`src/rtl/score_pkg.sv`:
```
// Shared types and constants for the score keeper: FSM states, hit encodings
// and the point values awarded for each enemy type.
package score_pkg;

  typedef enum logic [1:0] {
    IDLE = 2'd0,
    PLAY = 2'd1,
    OVER = 2'd2
  } state_t;

  localparam logic [1:0] HIT_SQUID = 2'd0;
  localparam logic [1:0] HIT_CRAB  = 2'd1;
  localparam logic [1:0] HIT_OCTO  = 2'd2;
  localparam logic [1:0] HIT_UFO   = 2'd3;

  localparam int unsigned SCORE_W = 15;
  localparam int unsigned PTS_W   = 9;

  localparam logic [PTS_W-1:0] POINTS_SQUID = 9'd30;
  localparam logic [PTS_W-1:0] POINTS_CRAB  = 9'd20;
  localparam logic [PTS_W-1:0] POINTS_OCTO  = 9'd10;

  // UFO value depends on how many shots have been fired in the game (mod 16).
  localparam logic [PTS_W-1:0] UFO_TABLE [16] = '{
    9'd100, 9'd50,  9'd50,  9'd100, 9'd150, 9'd100, 9'd100, 9'd50,
    9'd300, 9'd100, 9'd100, 9'd100, 9'd50,  9'd150, 9'd100, 9'd50
  };

endpackage

```
`src/rtl/score_sat_add.sv`:
```
// Combinational score adder: 15-bit score plus 9-bit award, clamped so the
// result never exceeds MAX_SCORE.
module score_sat_add #(
  parameter int unsigned MAX_SCORE = 32767
) (
  input  logic [14:0] i_a,
  input  logic [8:0]  i_b,
  output logic [14:0] o_sum
);

  localparam logic [14:0] MAX15 = 15'(MAX_SCORE);

  logic [15:0] w_raw;

  always_comb begin
    w_raw = {1'b0, i_a} + {7'b0, i_b};
    o_sum = (w_raw > {1'b0, MAX15}) ? MAX15 : w_raw[14:0];
  end

endmodule

```
`src/rtl/score_keeper.sv`:
```
// Game score keeper: accumulates hit points, tracks the session high score
// and awards a single extra life at a threshold.
module score_keeper
  import score_pkg::*;
#(
  parameter int unsigned MAX_SCORE     = 32767,
  parameter int unsigned EXTRA_LIFE_AT = 1500
) (
  input  logic        clk,
  input  logic        reset,
  input  logic        game_start,
  input  logic        game_over,
  input  logic        fire,
  input  logic        hit_valid,
  input  logic [1:0]  hit_type,
  output logic [14:0] score,
  output logic [14:0] hi_score,
  output logic        new_hi,
  output logic        extra_life,
  output logic        playing
);

  localparam logic [14:0] LIFE_AT = 15'(EXTRA_LIFE_AT);

  state_t      r_state;
  state_t      w_state_nxt;
  logic        w_start;
  logic        w_in_play;
  logic [8:0]  w_hit_pts;
  logic [14:0] w_sum;

  logic        r_pend_valid;
  logic [8:0]  r_pend_pts;
  logic [14:0] r_score;
  logic [14:0] r_hi_score;
  logic        r_new_hi;
  logic        r_extra_life;
  logic        r_life_given;
  logic [3:0]  r_shot_cnt;

  always_ff @(posedge clk or posedge reset) begin
    if (reset) r_state <= IDLE;
    else       r_state <= w_state_nxt;
  end

  always_comb begin
    w_state_nxt = r_state;
    unique case (r_state)
      IDLE:    if (game_start) w_state_nxt = PLAY;
      PLAY:    if (game_over)  w_state_nxt = OVER;
      OVER:    w_state_nxt = game_start ? PLAY : IDLE;
      default: w_state_nxt = IDLE;
    endcase
  end

  assign w_in_play = (r_state == PLAY);
  assign w_start   = game_start && !w_in_play;
  assign playing   = w_in_play;

  always_comb begin
    w_hit_pts = UFO_TABLE[r_shot_cnt];
    unique case (hit_type)
      HIT_SQUID: w_hit_pts = POINTS_SQUID;
      HIT_CRAB:  w_hit_pts = POINTS_CRAB;
      HIT_OCTO:  w_hit_pts = POINTS_OCTO;
      HIT_UFO:   w_hit_pts = UFO_TABLE[r_shot_cnt];
      default:   w_hit_pts = '0;
    endcase
  end

  // Hit is captured with its points here; the add lands one edge later, so a
  // hit arriving with game_over is still scored after the move to OVER.
  always_ff @(posedge clk or posedge reset) begin
    if (reset) begin
      r_pend_valid <= 1'b0;
      r_pend_pts   <= '0;
    end else begin
      r_pend_valid <= hit_valid && w_in_play;
      r_pend_pts   <= w_hit_pts;
    end
  end

  score_sat_add #(
    .MAX_SCORE(MAX_SCORE)
  ) u_sat_add (
    .i_a  (r_score),
    .i_b  (r_pend_pts),
    .o_sum(w_sum)
  );

  always_ff @(posedge clk or posedge reset) begin
    if (reset) begin
      r_score      <= '0;
      r_hi_score   <= '0;
      r_new_hi     <= 1'b0;
      r_extra_life <= 1'b0;
      r_life_given <= 1'b0;
      r_shot_cnt   <= '0;
    end else if (w_start) begin
      r_score      <= '0;
      r_new_hi     <= 1'b0;
      r_extra_life <= 1'b0;
      r_life_given <= 1'b0;
      r_shot_cnt   <= '0;
    end else begin
      r_extra_life <= 1'b0;
      if (fire && w_in_play) r_shot_cnt <= r_shot_cnt + 4'd1;
      if (r_pend_valid) begin
        r_score <= w_sum;
        if (w_sum > r_hi_score) begin
          r_hi_score <= w_sum;
          r_new_hi   <= 1'b1;
        end
        if (!r_life_given && (w_sum >= LIFE_AT)) begin
          r_extra_life <= 1'b1;
          r_life_given <= 1'b1;
        end
      end
    end
  end

  assign score      = r_score;
  assign hi_score   = r_hi_score;
  assign new_hi     = r_new_hi;
  assign extra_life = r_extra_life;

endmodule

```
`config.mk`:
```
export PLATFORM = sky130hd
export DESIGN_NAME = score_keeper
export DESIGN_NICKNAME = d
export VERILOG_FILES = /design/src/rtl/score_pkg.sv /design/src/rtl/score_sat_add.sv /design/src/rtl/score_keeper.sv
export SDC_FILE = /design/constraint.sdc
export NUM_CORES = 1
export LEC_CHECK = 0
export ABC_CLOCK_PERIOD_IN_PS = 4000
export CAP_MARGIN = 20
export CORE_MARGIN = 2
export CORE_UTILIZATION = 51
export CTS_CLUSTER_SIZE = 28
export DETAILED_ROUTE_END_ITERATION = 16
export PLACE_DENSITY_LB_ADDON = 0.3
export SLEW_MARGIN = 20
export SYNTH_ARGS = -nofsm -noshare
export SYNTH_HDL_FRONTEND = slang
export SYNTH_HIERARCHICAL = 1
export SYNTH_SLANG_ARGS = --single-unit
```
`constraint.sdc`:
```
create_clock -name clk -period 4 [get_ports clk]
set_input_delay 0.8 -clock clk [delete_from_list [all_inputs] [get_ports clk]]
set_output_delay 0.8 -clock clk [all_outputs]
set_load 0.01 [all_outputs]
```
# After elaboration in Yosys (flattened, before gate mapping)
# Memory sizes are Yosys's and may differ from the RTL's.
# Cells that the tools add are included.
# W data, S select, Z words.
# totals
inputBits,8
mem_count,1
ff_bits,49
out_inout_bits,33
rom_bits,144
word_cells,62
# mem_list
name,words,width,rd,rd_ports_with_merged_regs,write_ports,line,rtl
(name not given),16,9,1,0,0,score_keeper.sv:66,HIT_UFO: w_hit_pts = UFO_TABLE[r_shot_cnt];
# classes
add_sub_neg,2
reduce_logical,16
bitwise_logic,2
n_lt_le_gt_ge,4
mux,21
n_eq_ne,7
# op_table
cell,n
$mux W15,3
$pmux W9 S4,1
$mux W9,2
$add A15 B9 Y16,1
$gt A16 B15 Y1 const B,1
$ge A15 B11 Y1 const B,1
$gt A15 B15 Y1,1
$mux W1,10
$mux W4,2
$reduce_bool A2 Y1,4
$eq A2 B2 Y1 const B,3
$pmux W2 S3,1
$reduce_and A2 Y1,3
$ge A5 B5 Y1 const B,1
$not A4 Y5,1
$add A4 B1 Y4 const B,1
$eq A2 B1 Y1 const B,2
$logic_and A1 B1 Y1,4
$logic_not A2 Y1,2
$mux W2,2
$ne A2 B2 Y1 const B,2
$reduce_and A3 Y1,1
$logic_not A1 Y1,2
$not A1 Y1,1

# Depth between registers and ports, before layout
# Gate-level depths: netlist (run 1).
# depth
ltp_word,8
ltp_mapped,15
ltp_nobuf,13

# By module
# Netlist (run 1), hierarchy kept.
# modules_own_cells
mod,area_per_inst_um2,instances,cells_each
score_keeper,2414.8,1,217
score_sat_add,802.0,1,101

# Worst setup path after synthesis (run 1)
# No wires, ideal clock.
# synth_path
kind,register to register
from,register r_score[1] (netlist: score[1])
to,register r_hi_score[0] (netlist: hi_score[0])
n_path_buf,1
arrival_ns,3.763
setup_slack_ns,0.112
setup_time_ns,0.125
period_less_slack_ns,3.888
stages_incl_launch_ff,14
path_cell_list,dfrtp_1 fa_1 a21o_1 a31o_2 a21oi_1 a21oi_1 mux2_1 ha_1 nand2_2 nor4_4 o31ai_2 a221oi_4 buf_12 mux2_4
# synth_between
elab_chain_cells,5
# synth_rtl
element,line,rtl
from (decl),score_keeper.sv:34,logic [14:0] r_score;
from (signal assigned),score_keeper.sv:109,r_score <= w_sum;
$add A15 B9 Y16 (*),score_sat_add.sv:16,"w_raw = {1'b0, i_a} + {7'b0, i_b};"
$gt A16 B15 Y1,score_sat_add.sv:17,"o_sum = (w_raw > {1'b0, MAX15}) ? MAX15 : w_raw[14:0];"
$mux W15 (*),score_sat_add.sv:17,
via w_sum[14],score_keeper.sv:30,logic [14:0] w_sum;
$gt A15 B15 Y1 (*),score_keeper.sv:110,if (w_sum > r_hi_score) begin
$reduce_and A3 Y1 (no source line) (*),n/a,
to (signal assigned),score_keeper.sv:111,r_hi_score <= w_sum;
to (decl),score_keeper.sv:35,logic [14:0] r_hi_score;
# Mark *: on every way through the listed nets, which the timed path passes. The rest lies on a longest branch.
# A chain may end at the register's enable or synchronous reset.

# Final worst setup path (run 1)
# layout_path
from,register r_score[1] (netlist: score[1])
to,register r_hi_score[8] (netlist: hi_score[8])
# The elaborated chain is that of the path after synthesis.

==> results of run 1 <==
[layer usage]
| layer | share of wire (%) | up-vias |
|---|---|---|
| met5 | 0 | - |
| met4 | 0.91 | 0 |
| met3 | 5.7 | 7 |
| met2 | 48 | 63 |
| met1 | 46 | 1200 |
| li1 | - | 1225 |
[worst register-to-register path: stages (launching register included)]
cell	delay, ns
dfrtp_1	0.43
fa_1	0.49
a21o_1	0.23
a31o_2	0.26
a21oi_2	0.18
a21oi_1	0.10
mux2_1	0.35
ha_1	0.32
nand2_2	0.09
nor4_4	0.29
o31ai_2	0.13
a221oi_4	0.32
buf_6	0.19
mux2_2	0.34
[metrics by stage]
step           hold WS, ns  worst slack, ns  std cells  total power, mW  util (%)
2_1_floorplan        0.403            0.112        318             1.40         -
3_3_place_gp         0.421            0.214        438             1.74      62.2
3_5_place_dp         0.425            0.133        438             1.78      62.2
4_1_cts              0.439           0.0995        446             2.15      64.1
5_1_grt              0.457          0.00620        447             2.30      64.6
6_report             0.436            0.189        447             2.16      64.6
[how the worst max path moves through the flow]
stage                               to
after global placement     hi_score[8]
after global routing       hi_score[8]
after CTS                  hi_score[8]
after detailed placement  hi_score[13]
final                      hi_score[8]
after floorplan            hi_score[0]
[state kept, by name, summed over array words and instances, names as in the netlist]
signal	count
extra_life	1
hi_score	15
new_hi	1
r_life_given	1
r_pend_pts	8
r_pend_valid	1
r_shot_cnt	4
r_state	2
score	15
[final cells by class]
type | count | area (um^2) | area share (%)
multi-input cells | 235 | 1860 | 47.7
flip-flops and latches | 48 | 1200 | 30.9
repair buffers | 56 | 528 | 13.6
inverters | 25 | 95.1 | 2.44
well taps | 75 | 93.8 | 2.41
clock buffers | 5 | 68.8 | 1.77
clock inverters | 3 | 46.3 | 1.19
[kinds of logic (layout without fill, tap and decap cells)]
family,Yosys count,after routing,share of synthesized area [%]
AND/OR/NAND/NOR,99,99,15.9
multiplexers,34,34,12.4
other,1,1,0.117
buffers and inverters,35,89,5.33
AO/OA/AOI/OAI,66,66,15.8
flip-flops,48,48,37.3
XOR/XNOR,6,6,1.63
adder cells (fa/ha/maj),29,29,11.5
[power groups by stage]
| stage | combinational (mW) | clock [mW] | sequential (mW) |
|---|---|---|---|
| floorplan | 0.726 | 0 | 0.678 |
| global placement | 1.08 | 0 | 0.661 |
| detailed placement | 1.11 | 0 | 0.663 |
| CTS | 1.12 | 0.372 | 0.655 |
| global route | 1.25 | 0.386 | 0.673 |
| finish | 1.14 | 0.361 | 0.653 |
[timing repair]
| item | CTS | global route |
|---|---|---|
| setup endpoints to repair | 0 | 15 |
| setup buffers | 0 | 1 |
| gates resized for setup | 0 | 5 |
[synth_stat cells, types with 2 or more instances]
cell type  number
a211oi_1        4
a21o_1          6
a21oi_1        20
and2_1          5
buf_6           3
clkbuf_1        4
dfrtp_1        48
ha_1           28
inv_1          25
mux2_1          3
mux2_2          7
mux2_4          9
mux2i_1        15
nand2_1        29
nand2_2         2
nand2b_1        6
nand3_1         7
nand4_1         5
nor2_1         30
nor3_1          2
o211ai_1        2
o21ai_0        13
o22ai_1         2
xnor2_1         2
xor2_1          4
==> impl_results.md, run 1 <==
* Critical-path top delay cell: fa_1
* Critical path's top delay family: compound AO/OA/AOI/OAI gates
* IO buf count at 40
* DRC errors left at 0
* Hold_buf cts at 0
* MaxCap Viol Count at 0
* CTS tree: yes
* Avg Cell Area, Syn at about 10 um^2
* Synth warn at 6
* Synth Flop Type: dfrtp_1
* Hold Path Depth at 1
* Rows at 28
* Final slew viol count at 0
* Top fanout value on the critical path at 8
* Critical path cell sequence: fa_1 > a21o_1 > a31o_2 > a21oi_2 > a21oi_1 > mux2_1 > ha_1 > nand2_2 > nor4_4 > o31ai_2 > a221oi_4 > buf_6 > mux2_2
* Most frequent cells in the layout: 48 x dfrtp_1, 40 x clkdlybuf4s50_1, 30 x nor2_1, 29 x nand2_1, 28 x ha_1
* Static leakage at between 1.5 and 2 nW
* Startpoint Class: flop
* Net Count, Synth at 355
* Final hold violation count at 0
* Design Area, Final at 3890 um^2
* WP buf/inv at 1
* Initial antenna violation count at 0
* NetSw at about 820 uW
* Clk slew on worst S/H paths at 0.10 ns
* Crit end category: flop
* Largest net degree at the start of global routing at 49
* Syn Inst Count at between 300 and 400
* Syn-to-layout area delta at 20.9%
* Die Height at 83.4 um
* Status: finished clean
* R2r setup slk at ~0.19 ns
* All-Layer GR Usage at 20.1%
* Post-synth top area share at ~37%
* Register bit total from synthesis at 48
* Slowest stage delay, CP at 0.49 ns
* Placed Area at 3750 um^2
* Placer Congestion at 0.903
* Initial core utilization at 53.4%
* Share of layout cells above drive strength 1 at 17.5%
* Final setup viols at 0
* FF-to-FF End: hi_score[8]
* Vias in the first global route at 2453
* DR pass1 iterations at 4
* Int Pwr at 1.34 mW
* CTS Buf Count at 5
* Global route overflow at 0
* M1 GR Usage at 27.5%
* First-pass GRT wire length at 11600 um
* CTS max path bufs at 2
* HP Start: r_life_given
* FILL cells at 490
* Initial DRC Count at 121
* Reg power frac at 30.3%
* Die area at 6960 um^2
* HPWL after DPL at 5020 um
* Minimum clock period at about 3.8 ns
* CTS root buf: clkbuf_8
* Library cells used by synthesis at 62
* Share of flip-flops with an asynchronous set or reset at 100%
* Reg2Reg Depth at 13
* Clock Power Share at 16.7%
* Relative slew slack at around 45%
* RSZ-0062 raised after global routing: no
* Antenna cell count at 0
* Final Cycle Share at between 90% and 100%
* Synth area leader: dfrtp_1
* Via density at 5.58
* Wire per inst at between 15 and 20 um
* Logic pwr share at 53.0%
* HP Class: reg -> reg
* Commonest non-fill, non-tap cell in the layout: dfrtp_1
* Via count at 2495
* Clk sinks at 48
* Number of synthesized flops with an enable pin at 0
* Worst slew pin tran at 0.822 ns
* R2r startpoint: score[1]
* Final WL at between 6000 and 7000 um
* Area of the core at 6030 um^2
* Clk_lat worst skew at 0.31 ns
* Hold Path Sink: extra_life
* Max H-tree Level at 2
* Setup CP Type: reg -> reg
* Fmax at about 260 MHz
* Worst EP arrival at 4.01 ns
* Critical Path RT at 4.19 ns
* Critical Path Stages at 13
* Switching Share at 38.0%
* Clock Skew at 0.0104 ns
* Met2 usage at 33.5%
* IO Pins at 41
* Max VDD drop at 358 uV
* Met3 GRT Util at 3.78%
* Leading cell types by total area after synthesis: dfrtp_1 37%, ha_1 11%, mux2i_1 4.7%
* Final setup TNS at 0 ns
* Seq/Total Area, Yosys at 37.3%
* Final net count at 408
* Synthesized area at 3220 um^2
* Global route hottest layer: met2
* DRT antenna net count at 0
* CP startpoint: score[1]
* Die X at 83.4 um
* PD cells at 554 nW/um^2
Note: power is estimated with default switching activity, not from simulation.
==> run 2: changes to the inputs <==
RECOVER_POWER = 100   (was not set)
==> run 2 against run 1 <==
Against the previous run:
- the run now ends with max-capacitance violations, max-slew violations left
- worst hold slack about the same
- die area unchanged
- non-clock buffer count unchanged
- first-iteration DRC count down 27%
- power shrank 3.1%
- clock skew fell by 0.0017 ns
- combinational power down 5%
- largest cell class unchanged
- largest power group unchanged
==> impl_results.md, run 2 (synthesis results as in run 1) <==
* Startpoint Class: flop
* Placer Congestion at 0.903 (unchanged)
* Non-filler instance count after layout at 447 (unchanged)
* RSZ-0062 raised after global routing: no
* DRT antenna net count at 0 (unchanged)
* Critical path's top delay family: compound AO/OA/AOI/OAI gates
* Share of layout cells above drive strength 1 at 15.9% (-1.6 points)
* Largest net degree at the start of global routing at 49 (unchanged)
* Rows at 28 (unchanged)
* Most frequent cells in the layout: 48 x dfrtp_1, 38 x dlygate4sd3_1, 30 x nor2_1, 29 x nand2_1, 28 x ha_1
* Static leakage at 1.91 nW (+3.4%)
* FILL cells at 495 (+1.0%)
* Antenna cell count at 0 (unchanged)
* Wire per inst at 15.1 um (+0.13%)
* Relative slew slack at -39.7% (-85 points)
* HP Class: reg -> reg
* CTS tree: yes
* IO Pins at 41 (unchanged)
* Clk sinks at 48 (unchanged)
* DRC errors left at 0 (unchanged)
* Clock Skew at 0.00870 ns (-0.00171 ns)
* Status: finished with violations
* All-Layer GR Usage at 20.1% (unchanged)
* Final hold violation count at 0 (unchanged)
* Placed cells at 438 (unchanged)
* MaxCap Viol Count at 1 (+1)
* Final Cycle Share at 95.1% (-0.13 points)
* Syn-to-layout area delta at 20.0%
* PD cells at 541 nW/um^2 (-2.3%)
* Clk_lat worst skew at 0.30 ns (about the same)
* Die area at 6960 um^2 (unchanged)
* Clk slew on worst S/H paths at 0.10 ns (about the same)
* Global route overflow at 0 (unchanged)
* CTS max path bufs at 2 (unchanged)
* Worst slew pin tran at 2.08 ns (+1.26 ns)
* DR pass1 iterations at 4 (unchanged)
* HPWL after DPL at 5020 um (unchanged)
* Final setup TNS at 0 ns (unchanged)
* Initial antenna violation count at 0 (unchanged)
* Slowest stage delay, CP at 0.49 ns (about the same)
* Top fanout value on the critical path at 7 (-1)
* Initial DRC Count at 88 (-27%)
* Area of the core at 6030 um^2 (unchanged)
* Final setup viols at 0 (unchanged)
* Failing checks: max-capacitance violations, max-slew violations
* Max VDD drop at 325 uV (-9.1%)
* Final net count at 408 (unchanged)
* CTS Buf Count at 5 (unchanged)
* Die Height at 83.4 um (unchanged)
* Critical-path top delay cell: fa_1
* Setup CP Type: reg -> reg
* CTS root buf: clkbuf_8
* Max H-tree Level at 2 (unchanged)
* First-pass GRT wire length at 11600 um (unchanged)
* Initial core utilization at 53.4% (unchanged)
* WP buf/inv at 1 (unchanged)
* IO buf count at 40 (unchanged)
* Via count at 2505 (+0.40%)
* Worst EP arrival at 4.00 ns (about the same)
* Fmax at 263 MHz (+0.13%)
* Commonest non-fill, non-tap cell in the layout: dfrtp_1
* Critical Path RT at 4.20 ns (about the same)
* Crit end category: flop
* Die X at 83.4 um (unchanged)
* Final WL at 6730 um (+0.13%)
* Minimum clock period at 3.81 ns (-0.00507 ns)
* Vias in the first global route at 2453 (unchanged)
* Critical path cell sequence: fa_1 > a21o_1 > a31o_2 > a21oi_2 > a21oi_1 > mux2_1 > ha_1 > nand2_2 > nor4_4 > o31ai_2 > a221oi_4 > buf_4 > mux2_4
* Final slew viol count at 49 (+49)
* Via density at 5.60 (+0.40%)
run 2: cell types whose count changed in the layout (fill, tap and decap cells not counted):
cell / delta
clkbuf_1: +5
a31o_4: -1
a31o_1: +1
buf_4: -4
clkdlybuf4s50_1: -38
and2_0: +1
clkinv_2: -1
buf_6: -1
clkinvlp_2: +1
dlygate4sd3_1: +38
and2_1: -1
run 2: report_power, final:
group | internal, mW | switching (mW)
registers | 0.574 | 0.0761
clock network | 0.188 | 0.171
logic | 0.514 | 0.565
total | 1.28 | 0.812
run 2: timing repair:
item                       in CTS  in global routing
gates resized for setup         0                  5
setup endpoints to repair       0                 15
hold buffers                    0                  0
buffers inserted                0                  1
run 2: layer usage:
layer	wire length (um)	part of all wire, %	global-route usage [%]
met4	80	1.2	4.40
met2	3180	47	33.5
met5	0	0	0
met3	375	5.6	3.78
met1	3090	46	27.5
run 2: metrics by stage:
| step | util [%] | hold WS [ns] | total power, mW | instance area [um^2] | worst slack (ns) |
|---|---|---|---|---|---|
| after floorplan | - | 0.403 | 1.40 | 3220 | 0.112 |
| after global placement | 62.2 | 0.421 | 1.74 | 3750 | 0.214 |
| after detailed placement | 62.2 | 0.425 | 1.78 | 3750 | 0.133 |
| after CTS | 64.1 | 0.439 | 2.15 | 3860 | 0.0995 |
| after global routing | 64.0 | 0.457 | 2.24 | 3860 | 0.0106 |
| final | 64.0 | 0.436 | 2.09 | 3860 | 0.194 |
run 2: worst register-to-register path: cells and delay by family (launching register included):
family / cells / cell delay, ns
multiplexers: 2 / 0.66
adder cells (fa/ha/maj): 2 / 0.81
AO/OA/AOI/OAI: 6 / 1.19
buffers and inverters: 1 / 0.24
flip-flops: 1 / 0.43
AND/OR/NAND/NOR: 2 / 0.38
run 2: final cells by class:
cell class	count	area (um^2)	share of cell area (%)
multi-input cells	235	1850	47.9
flip-flops and latches	48	1200	31.1
repair buffers	56	505	13.1
inverters	25	95.1	2.46
well taps	75	93.8	2.43
clock buffers	5	68.8	1.78
clock inverters	3	46.3	1.20
run 2: final timing paths:
kind                         startpoint             to  slack [ns]  depth (start not counted)
min reg2reg                r_life_given     extra_life        0.44                          1
max reg2reg                    score[1]    hi_score[0]        0.19                         13
min                        r_life_given     extra_life        0.44                          1
max                            score[1]    hi_score[0]        0.19                         13
min in group asynchronous         reset   r_life_given        1.49                          2
max in group asynchronous         reset  r_shot_cnt[1]        1.57                          2
